## config.mk

```make
export PLATFORM = sky130hd
export DESIGN_NAME = vc_rr_scheduler
export DESIGN_NICKNAME = d
export VERILOG_FILES = /design/src/rtl/fc_pkg.sv /design/src/rtl/rr_grant_pick.sv /design/src/rtl/vc_rr_scheduler.sv
export SDC_FILE = /design/constraint.sdc
export NUM_CORES = 1
export LEC_CHECK = 0
export CAP_MARGIN = 5
export CORE_ASPECT_RATIO = 2
export CORE_UTILIZATION = 39
export DETAILED_ROUTE_END_ITERATION = 16
export PLACE_DENSITY = 0.75
export SYNTH_ARGS = -nofsm -noshare
export SYNTH_HDL_FRONTEND = slang
export SYNTH_HIERARCHICAL = 1
export SYNTH_SLANG_ARGS = --single-unit
```

## constraint.sdc

```tcl
create_clock -name clk -period 4.7 [get_ports clk]
set_input_delay 0.705 -clock clk [delete_from_list [all_inputs] [get_ports clk]]
set_output_delay 0.705 -clock clk [all_outputs]
set_load 0.02 [all_outputs]
```

## src/rtl/fc_pkg.sv

```systemverilog
// Shared types and helpers for the VC scheduler: FSM state encoding, default widths,
// and the round-robin next-grant search.
package fc_pkg;

  typedef enum logic [1:0] {
    IDLE = 2'd0,
    RUN  = 2'd1,
    HOLD = 2'd2
  } fc_state_e;

  localparam int NUM_VC_DEF = 8;
  localparam int VC_W_DEF   = 3;
  localparam int DATA_W_DEF = 10;
  localparam int MAX_VC     = 32;

  // First set bit of req after position last, wrapping modulo n; returns last if none.
  function automatic int unsigned rr_next_grant(input logic [MAX_VC-1:0] req,
                                                input int unsigned       last,
                                                input int unsigned       n);
    int unsigned pick;
    logic        found;
    pick  = last;
    found = 1'b0;
    for (int unsigned k = 1; k <= MAX_VC; k++) begin
      if (!found && (k <= n) && req[(last + k) % n]) begin
        pick  = (last + k) % n;
        found = 1'b1;
      end
    end
    return pick;
  endfunction

endpackage

```

## src/rtl/rr_grant_pick.sv

```systemverilog
// Combinational masked priority encoder: keeps the current VC while a burst may
// continue, otherwise picks the next requester after last_grant.
module rr_grant_pick
  import fc_pkg::*;
#(
  parameter int NUM_VC = NUM_VC_DEF,
  parameter int VC_W   = VC_W_DEF
) (
  input  logic [NUM_VC-1:0] req_i,
  input  logic [VC_W-1:0]   last_grant_i,
  input  logic              hold_en_i,
  output logic [VC_W-1:0]   grant_o,
  output logic              valid_o
);

  logic [MAX_VC-1:0] req_ext;

  assign req_ext = MAX_VC'(req_i);
  assign valid_o = |req_i;

  always_comb begin
    grant_o = last_grant_i;
    if (!(hold_en_i && req_i[last_grant_i])) begin
      grant_o = VC_W'(rr_next_grant(req_ext, 32'(last_grant_i), NUM_VC));
    end
  end

endmodule

```

## src/rtl/vc_rr_scheduler.sv

```systemverilog
// Round-robin drain of NUM_VC show-ahead VC FIFOs into one downstream FIFO, with
// per-VC burst limit, same-cycle backpressure/disable gating and a registered push.
module vc_rr_scheduler
  import fc_pkg::*;
#(
  parameter int NUM_VC = NUM_VC_DEF,
  parameter int VC_W   = VC_W_DEF,
  parameter int DATA_W = DATA_W_DEF,
  parameter int BURST  = 4
) (
  input  logic                     clk,
  input  logic                     reset,
  input  logic                     enable,
  input  logic [NUM_VC-1:0]        fifo_empty,
  input  logic [NUM_VC*DATA_W-1:0] fifo_data,
  input  logic                     out_almost_full,
  output logic [NUM_VC-1:0]        fifo_pop,
  output logic                     out_push,
  output logic [DATA_W-1:0]        out_data,
  output logic [VC_W-1:0]          out_vc,
  output logic                     busy
);

  localparam logic [3:0] BURST_L = 4'(BURST);

  fc_state_e         state_q, state_d;
  logic [VC_W-1:0]   last_q, last_d;
  logic [3:0]        burst_q, burst_d;
  logic [NUM_VC-1:0] req;
  logic [VC_W-1:0]   grant;
  logic              grant_valid;
  logic              hold_en;
  logic              pop_ok;
  logic              out_push_q;
  logic [DATA_W-1:0] out_data_q;
  logic [VC_W-1:0]   out_vc_q;
  logic              busy_q;

  assign req     = ~fifo_empty;
  assign hold_en = (burst_q != 4'd0) && (burst_q < BURST_L);

  rr_grant_pick #(
    .NUM_VC (NUM_VC),
    .VC_W   (VC_W)
  ) u_pick (
    .req_i        (req),
    .last_grant_i (last_q),
    .hold_en_i    (hold_en),
    .grant_o      (grant),
    .valid_o      (grant_valid)
  );

  // Reset gates the pop so no VC is drained while the block is held in reset.
  assign pop_ok = reset && enable && !out_almost_full && grant_valid;

  always_comb begin
    fifo_pop = '0;
    if (pop_ok) begin
      fifo_pop[grant] = 1'b1;
    end
  end

  always_comb begin
    state_d = state_q;
    last_d  = last_q;
    burst_d = burst_q;
    if (!enable) begin
      state_d = IDLE;
    end else if (out_almost_full) begin
      state_d = HOLD;
    end else begin
      state_d = RUN;
    end
    if (pop_ok) begin
      last_d  = grant;
      burst_d = ((grant == last_q) && (burst_q < BURST_L)) ? burst_q + 4'd1 : 4'd1;
    end else if (!enable) begin
      burst_d = 4'd0;
    end
  end

  always_ff @(posedge clk or negedge reset) begin
    if (!reset) begin
      state_q <= IDLE;
      last_q  <= VC_W'(NUM_VC - 1);
      burst_q <= 4'd0;
      busy_q  <= 1'b0;
    end else begin
      state_q <= state_d;
      last_q  <= last_d;
      burst_q <= burst_d;
      busy_q  <= (state_d == RUN);
    end
  end

  always_ff @(posedge clk or negedge reset) begin
    if (!reset) begin
      out_push_q <= 1'b0;
      out_data_q <= '0;
      out_vc_q   <= '0;
    end else begin
      out_push_q <= pop_ok;
      if (pop_ok) begin
        out_data_q <= fifo_data[grant*DATA_W +: DATA_W];
        out_vc_q   <= grant;
      end
    end
  end

  assign out_push = out_push_q;
  assign out_data = out_data_q;
  assign out_vc   = out_vc_q;
  assign busy     = busy_q;

endmodule

```

### Word level (Yosys, flattened, before mapping)

Cells that the tools add are included.

| word-level totals | value |
|---|---|
| flip-flop bits (word level) | 22 |
| output and inout port bits | 23 |

| cells by class | value |
|---|---|
| add/sub/neg operators | 9 |
| multipliers | 1 |
| magnitude comparators | 12 |
| equal/unequal tests | 3 |
| shifts and indexed selects | 1 |
| mux-type cells | 49 |
| bitwise operators | 1 |
| reductions and logical operators | 24 |

Operators with widths:

| kind | number |
|---|---|
| $shiftx 80x8->10 | 1 |
| $lt 3x6->1 const B | 8 |
| $bmux 1 s3 | 9 |
| $mux 3 | 9 |
| $mux 1 | 24 |
| $logic_and 1x1->1 | 14 |
| $add 3x3->3 const B | 4 |
| $mux 4 | 3 |
| $logic_not 1->1 | 8 |
| $lt 3x4->1 const B | 2 |
| $mux 8 | 1 |
| $not 8->8 | 1 |
| $reduce_or 8->1 | 1 |
| $add 3x1->3 const B | 2 |
| $add 3x2->3 const B | 2 |
| $mul 3x3->6 const B | 1 |
| $add 4x1->4 const B | 1 |
| $lt 4x3->1 const B | 1 |
| $mux 2 | 2 |
| $reduce_bool 4->1 | 1 |
| $demux 1 s3 | 1 |
| $eq 3x3->1 | 1 |
| $ge 3x1->1 const B | 1 |
| $eq 2x1->1 const B | 1 |
| $ne 2x1->1 const B | 1 |

### Longest topological paths before layout

| logic depth | value |
|---|---|
| word-level depth | 38 |
| gate-level depth with buffers | 16 |
| gate-level depth less buffers | 11 |

### Cells and area by module

Netlist, hierarchy kept.

Modules (own cells, without submodules):

| module | instances | cells an instance | area an instance (µm²) |
|---|---|---|---|
| vc_rr_scheduler | 1 | 161 | 1650.3 |
| rr_grant_pick | 1 | 101 | 980.9 |

### Least setup slack after synthesis

Ideal clock, no wire load.

| timing path | value |
|---|---|
| kind | register -> output |
| start | register last_q[0] |
| end | output fifo_pop[4] |
| arrival | 4459 ps |
| required time | 3995 ps |
| path slack | -464 ps |
| stages on the path, launching flop included | 16 |
| path buffers | 5 |
| path through | dfstp_2 > buf_6 > buf_2 > inv_1 > ha_1 > clkbuf_1 > mux4_2 > mux2_4 > or4_4 > o21ai_4 > a211oi_1 > nor4_1 > buf_2 > clkbuf_1 > nand2b_1 > nor3_1 |

| between the ends | value |
|---|---|
| cells in the longest elaborated chain, start to end | 38 |
| elaborated cells on any way between the ends | 70 |
| those cells by class | add/sub (8); order compare (2); mux (44); reduce/logical (16) |

Ends and longest elaborated chain:

| what | line | RTL |
|---|---|---|
| start, declared | vc_rr_scheduler.sv:27 | `logic [VC_W-1:0] last_q, last_d;` |
| start signal, assigned | vc_rr_scheduler.sv:85 | `last_q <= VC_W'(NUM_VC - 1);` |
| start signal, assigned | vc_rr_scheduler.sv:90 | `last_q <= last_d;` |
| $add 3x1->3 | fc_pkg.sv:25, fc_pkg.sv:26 |  |
| $bmux 1 s3 | fc_pkg.sv:25 | `if (!found && (k <= n) && req[(last + k) % n]) begin` |
| $mux 1 (not written as such) | fc_pkg.sv:25 |  |
| $mux 1 | fc_pkg.sv:25 |  |
| $mux 1 | rr_grant_pick.sv:23 | `if (!(hold_en_i && req_i[last_grant_i])) begin` |
| $logic_not 1->1 | fc_pkg.sv:25 |  |
| $logic_and 1x1->1 | fc_pkg.sv:25 |  |
| $mux 1 | fc_pkg.sv:25 |  |
| (+23 left out) | n/a |  |
| $mux 3 | fc_pkg.sv:25 |  |
| $mux 3 * | rr_grant_pick.sv:23 |  |
| named net grant[2] | vc_rr_scheduler.sv:30 | `logic [VC_W-1:0] grant;` |
| $lt 3x4->1 (not written as such) / $ge 3x1->1 (equally long branches) | vc_rr_scheduler.sv:59 | `fifo_pop[grant] = 1'b1;` |
| $logic_and 1x1->1 (not written as such) | vc_rr_scheduler.sv:59 |  |
| $mux 1 (not written as such) | vc_rr_scheduler.sv:59 |  |
| $demux 1 s3 * | vc_rr_scheduler.sv:59 |  |
| $mux 8 * | vc_rr_scheduler.sv:58 | `if (pop_ok) begin` |
| end, declared | vc_rr_scheduler.sv:17 | `output logic [NUM_VC-1:0] fifo_pop,` |

The timed path passes the listed nets; every way through them passes the cells marked *. The select of a mux whose other input is x is not followed.

### Worst setup path after layout

| timing path | value |
|---|---|
| start | input fifo_empty[5] |
| end | output fifo_pop[1] |

| between the ends | value |
|---|---|
| cells in the longest elaborated chain, start to end | 38 |
| elaborated cells on any way between the ends | 65 |
| those cells by class | order compare (2); mux (44); bitwise (1); reduce/logical (18) |

Ends and longest elaborated chain:

| what | line | RTL |
|---|---|---|
| start, declared | vc_rr_scheduler.sv:14 | `input logic [NUM_VC-1:0] fifo_empty,` |
| $not 8->8 * | vc_rr_scheduler.sv:39 | `assign req = ~fifo_empty;` |
| named net req[5] | vc_rr_scheduler.sv:29 | `logic [NUM_VC-1:0] req;` |
| $bmux 1 s3 | fc_pkg.sv:25 |  |
| $mux 1 (not written as such) | fc_pkg.sv:25 |  |
| $mux 1 | fc_pkg.sv:25 |  |
| $mux 1 | rr_grant_pick.sv:23 |  |
| $logic_not 1->1 | fc_pkg.sv:25 |  |
| $logic_and 1x1->1 | fc_pkg.sv:25 |  |
| (+24 left out) | n/a |  |
| $mux 3 | fc_pkg.sv:25 |  |
| $mux 3 * | rr_grant_pick.sv:23 |  |
| named net grant[2] | vc_rr_scheduler.sv:30 |  |
| $lt 3x4->1 (not written as such) / $ge 3x1->1 (equally long branches) | vc_rr_scheduler.sv:59 |  |
| $logic_and 1x1->1 (not written as such) | vc_rr_scheduler.sv:59 |  |
| $mux 1 (not written as such) | vc_rr_scheduler.sv:59 |  |
| $demux 1 s3 * | vc_rr_scheduler.sv:59 |  |
| $mux 8 * | vc_rr_scheduler.sv:58 |  |

Marks and branches as above.

==> results.py <==
metrics = {
    "status": {
        "outcome": "finished with violations",
        "violations": "DRC",
    },
    "global_routing": {
        "overflow": 0,
        "first_global_vias": 2866,
        "met1_usage": 0.2286,
        "grt_pass1_wl_mm": 13.25,
        "grt_use_met2": 0.4833,
        "grt_start_max_net_pins": 43,
        "antenna_found_initial": 0,
        "busiest_layer": "met2",
        "met3_usage": 0.02298,
        "grt_use_total": 0.2484,
    },
    "sta": {
        "finalCritPeriodShare": 0.9672,
        "fmax_mhz": 220.0,
        "setup-tns-final_ns": 0,
        "finClkSkew_ns": 0.002243,
        "finalSetupViolCount": 0,
        "rsz0062_at_grt": "no",
        "final-hold-violation-count": 0,
        "final_max_slew_viol_count": 0,
        "tightest_slew_ns": 0.6492,
        "period_minus_slack_ns": 4.546,
        "max-slew-margin-rel": 0.5672,
    },
    "logic_synthesis": {
        "synthTopCellsByCount": "mux2i_1, nand2_1, mux4_2",
        "ys_seq_area_frac": 0.2107,
        "ys.flop_type": "dfrtp_1",
        "netlist_area_um2": 2631,
        "syn-num-nets": 358,
        "syn_inst": 262,
        "synth_top_area_frac": 0.1883,
        "async_flop_share": 1.000,
        "ys_types": 55,
        "yosys_warnings": 6,
        "ys_ff_latch": 22,
        "synth_edf_count": 0,
        "synth_area_leaders": "mux4_2, mux2i_1, dfrtp_1, nand2_1, dfstp_2",
        "syn_area_per_cell_um2": 10.04,
        "synth.most_common_cell": "mux2i_1",
        "synth_top_area_cell": "mux4_2",
    },
    "route": {
        "wl_per_cell_um": 16.61,
        "drtIter0Drc": 119,
        "ant_nets": 0,
        "viasPerCell": 5.384,
        "dr.pass1.iters": 10,
        "wl_mm": 8.120,
        "drcViolationCount": 1,
        "vias": 2633,
    },
    "floorplanning": {
        "row_count": 42,
        "die_w_um": 60.08,
        "dieHeight_um": 118.2,
        "initial_core_util": 0.4006,
        "die_area_um2": 7099,
        "core_um2": 6569,
        "io_pins": 115,
    },
    "critical_path": {
        "cp_cell_sequence": "clkdlybuf4s50_1, inv_1, mux4_2, mux2_2, or4_4, o21a_1, nor2_1, nor4_2, buf_4, nand2b_1, nor3_2, clkdlybuf4s15_1",
        "cp.required_ns": 3.99,
        "critPathMaxFanout": 7,
        "arrival_ns": 3.84,
        "crit_type": "in -> out",
        "end_kind": "output pin",
        "startpoint_type": "primary input",
        "slowest_stage": "mux4_2",
        "max_stage_delay_ns": 0.56,
    },
    "clocking": {
        "worstSkewPairLatency_ns": 0.25,
        "cts_sinks": 22,
        "root_buffer": "clkbuf_16",
        "htreeDepth": 1,
        "cts_buffer_depth": 2,
        "cts-buffers-inserted": 3,
        "cts.reportedPaths.clkPinSlew_ns": 0.06,
        "cts_tree": "done",
    },
    "place": {
        "postPlaceCellArea_um2": 4114,
        "place_hpwl_mm": 6.861,
        "port_buffers": 114,
        "gp_congestion": 0.9262,
    },
    "power": {
        "p_int_uw": 2166,
        "pwr-share-comb": 0.874,
        "p_seq_frac": 0.077,
        "p_per_area_nw_per_um2": 950.9,
        "leakage_uw": 0.001825,
        "p_sw_uw": 1825,
        "swShare": 0.4573,
        "pwr-share-clk": 0.049,
        "irDropWorstVdd_v": 0.001332,
    },
    "cells_and_area": {
        "area_growth_pct": 59.53,
        "nets": 498,
        "diodes": 0,
        "final_cell_area_um2": 4198,
        "drive_gt1_frac": 0.2369,
    },
    "min_path": {
        "hold_class": "reg -> reg",
    },
    "run": {
        "cap_violations": 0,
    },
}
-- placed cells by master (no fill, tap or decap), types with 3 or more instances in the layout --
master	n
buf_4	39
clkbuf_16	3
clkbuf_2	7
clkdlybuf4s50_1	106
dfrtp_1	19
dfstp_2	3
ha_1	4
inv_1	15
mux2_1	4
mux2i_1	49
mux4_2	22
nand2_1	35
nand2b_1	4
nand3_1	3
nor2_1	7
nor2_2	3
nor2b_1	3
nor3_4	3
nor4_1	3
o21ai_0	6
o21ai_1	10
xnor2_1	4
-- worst paths after layout --
path                       slack (ns)  cells past startpoint                    start                       to
min in group asynchronous        0.80                      2                    reset           busy$_DFF_PN0_
max reg2reg                      0.26                     12    last_q[0]$_DFFE_PN1P_  out_data[0]$_DFFE_PN0P_
min                              0.48                      2  out_data[1]$_DFFE_PN0P_  out_data[1]$_DFFE_PN0P_
min reg2reg                      0.48                      2  out_data[1]$_DFFE_PN0P_  out_data[1]$_DFFE_PN0P_
max                              0.15                     12            fifo_empty[5]              fifo_pop[1]
max in group asynchronous        3.61                      2                    reset    last_q[0]$_DFFE_PN1P_
-- timing repair --
action | in CTS | in global routing
pin swaps | 1 | 2
hold buffers | 0 | 0
gates resized for setup | 8 | 18
buffers inserted | 0 | 1
setup endpoints to repair | 8 | 8
-- state kept, by name, indices dropped and copies added (netlist names) --
register	flops
burst_q	4
busy	1
last_q	3
out_data	10
out_push	1
out_vc	3
-- critical path, delay by kind of cell --
kind,cells,cell delay [ns]
compound gates,1,0.23
buf+inv,4,1.04
mux,2,0.87
simple gates,5,0.99
-- cell type report --
type / instances / area (µm²)
sequential: 22 / 554.3
tap: 88 / 110.1
clock buffer: 4 / 88.84
inverter: 15 / 56.30
fill: 572 / 2371
multi-input combinational: 206 / 1969
timing repair buffer: 154 / 1419
-- cells by family after synthesis --
| group | share of synthesized area |
|---|---|
| muxes | 0.4265 |
| xor gates and xnor gates | 0.02330 |
| DFF | 0.2107 |
| AOI/OAI and AO/OA | 0.1046 |
| adders and majority gates | 0.01902 |
| and+or+nand+nor | 0.1379 |
| buffers and inverters | 0.07798 |
-- layer usage --
| metal | vias to the layer above | share of wire |
|---|---|---|
| li1 | 1264 | - |
| met1 | 1243 | 0.31 |
| met2 | 101 | 0.61 |
| met3 | 25 | 0.031 |
| met4 | 0 | 0.049 |
| met5 | - | 0 |
-- stage by stage --
| step | instances | total power (µW) | worst slack, ns | hold WS (ns) | utilization |
|---|---|---|---|---|---|
| after floorplan | 262 | 3066 | 0.02601 | 0.4094 | - |
| after global placement | 484 | 3708 | -0.2274 | 0.4586 | 0.6263 |
| after detailed placement | 484 | 3767 | -0.2485 | 0.4742 | 0.6263 |
| after CTS | 488 | 3964 | 0.02099 | 0.4869 | 0.6383 |
| after global routing | 489 | 4239 | 0.009819 | 0.5162 | 0.6390 |
| final | 489 | 3992 | 0.1541 | 0.4801 | 0.6390 |
-- power groups by stage --
stage	Sequential, µW	Combinational, µW	Clock [µW]
floorplan	370	2700	0
global placement	310	3400	0
detailed placement	313	3450	0
CTS	310	3460	198
global route	316	3720	207
finish	308	3490	196
No activity file was read; power rests on OpenSTA's default activity.
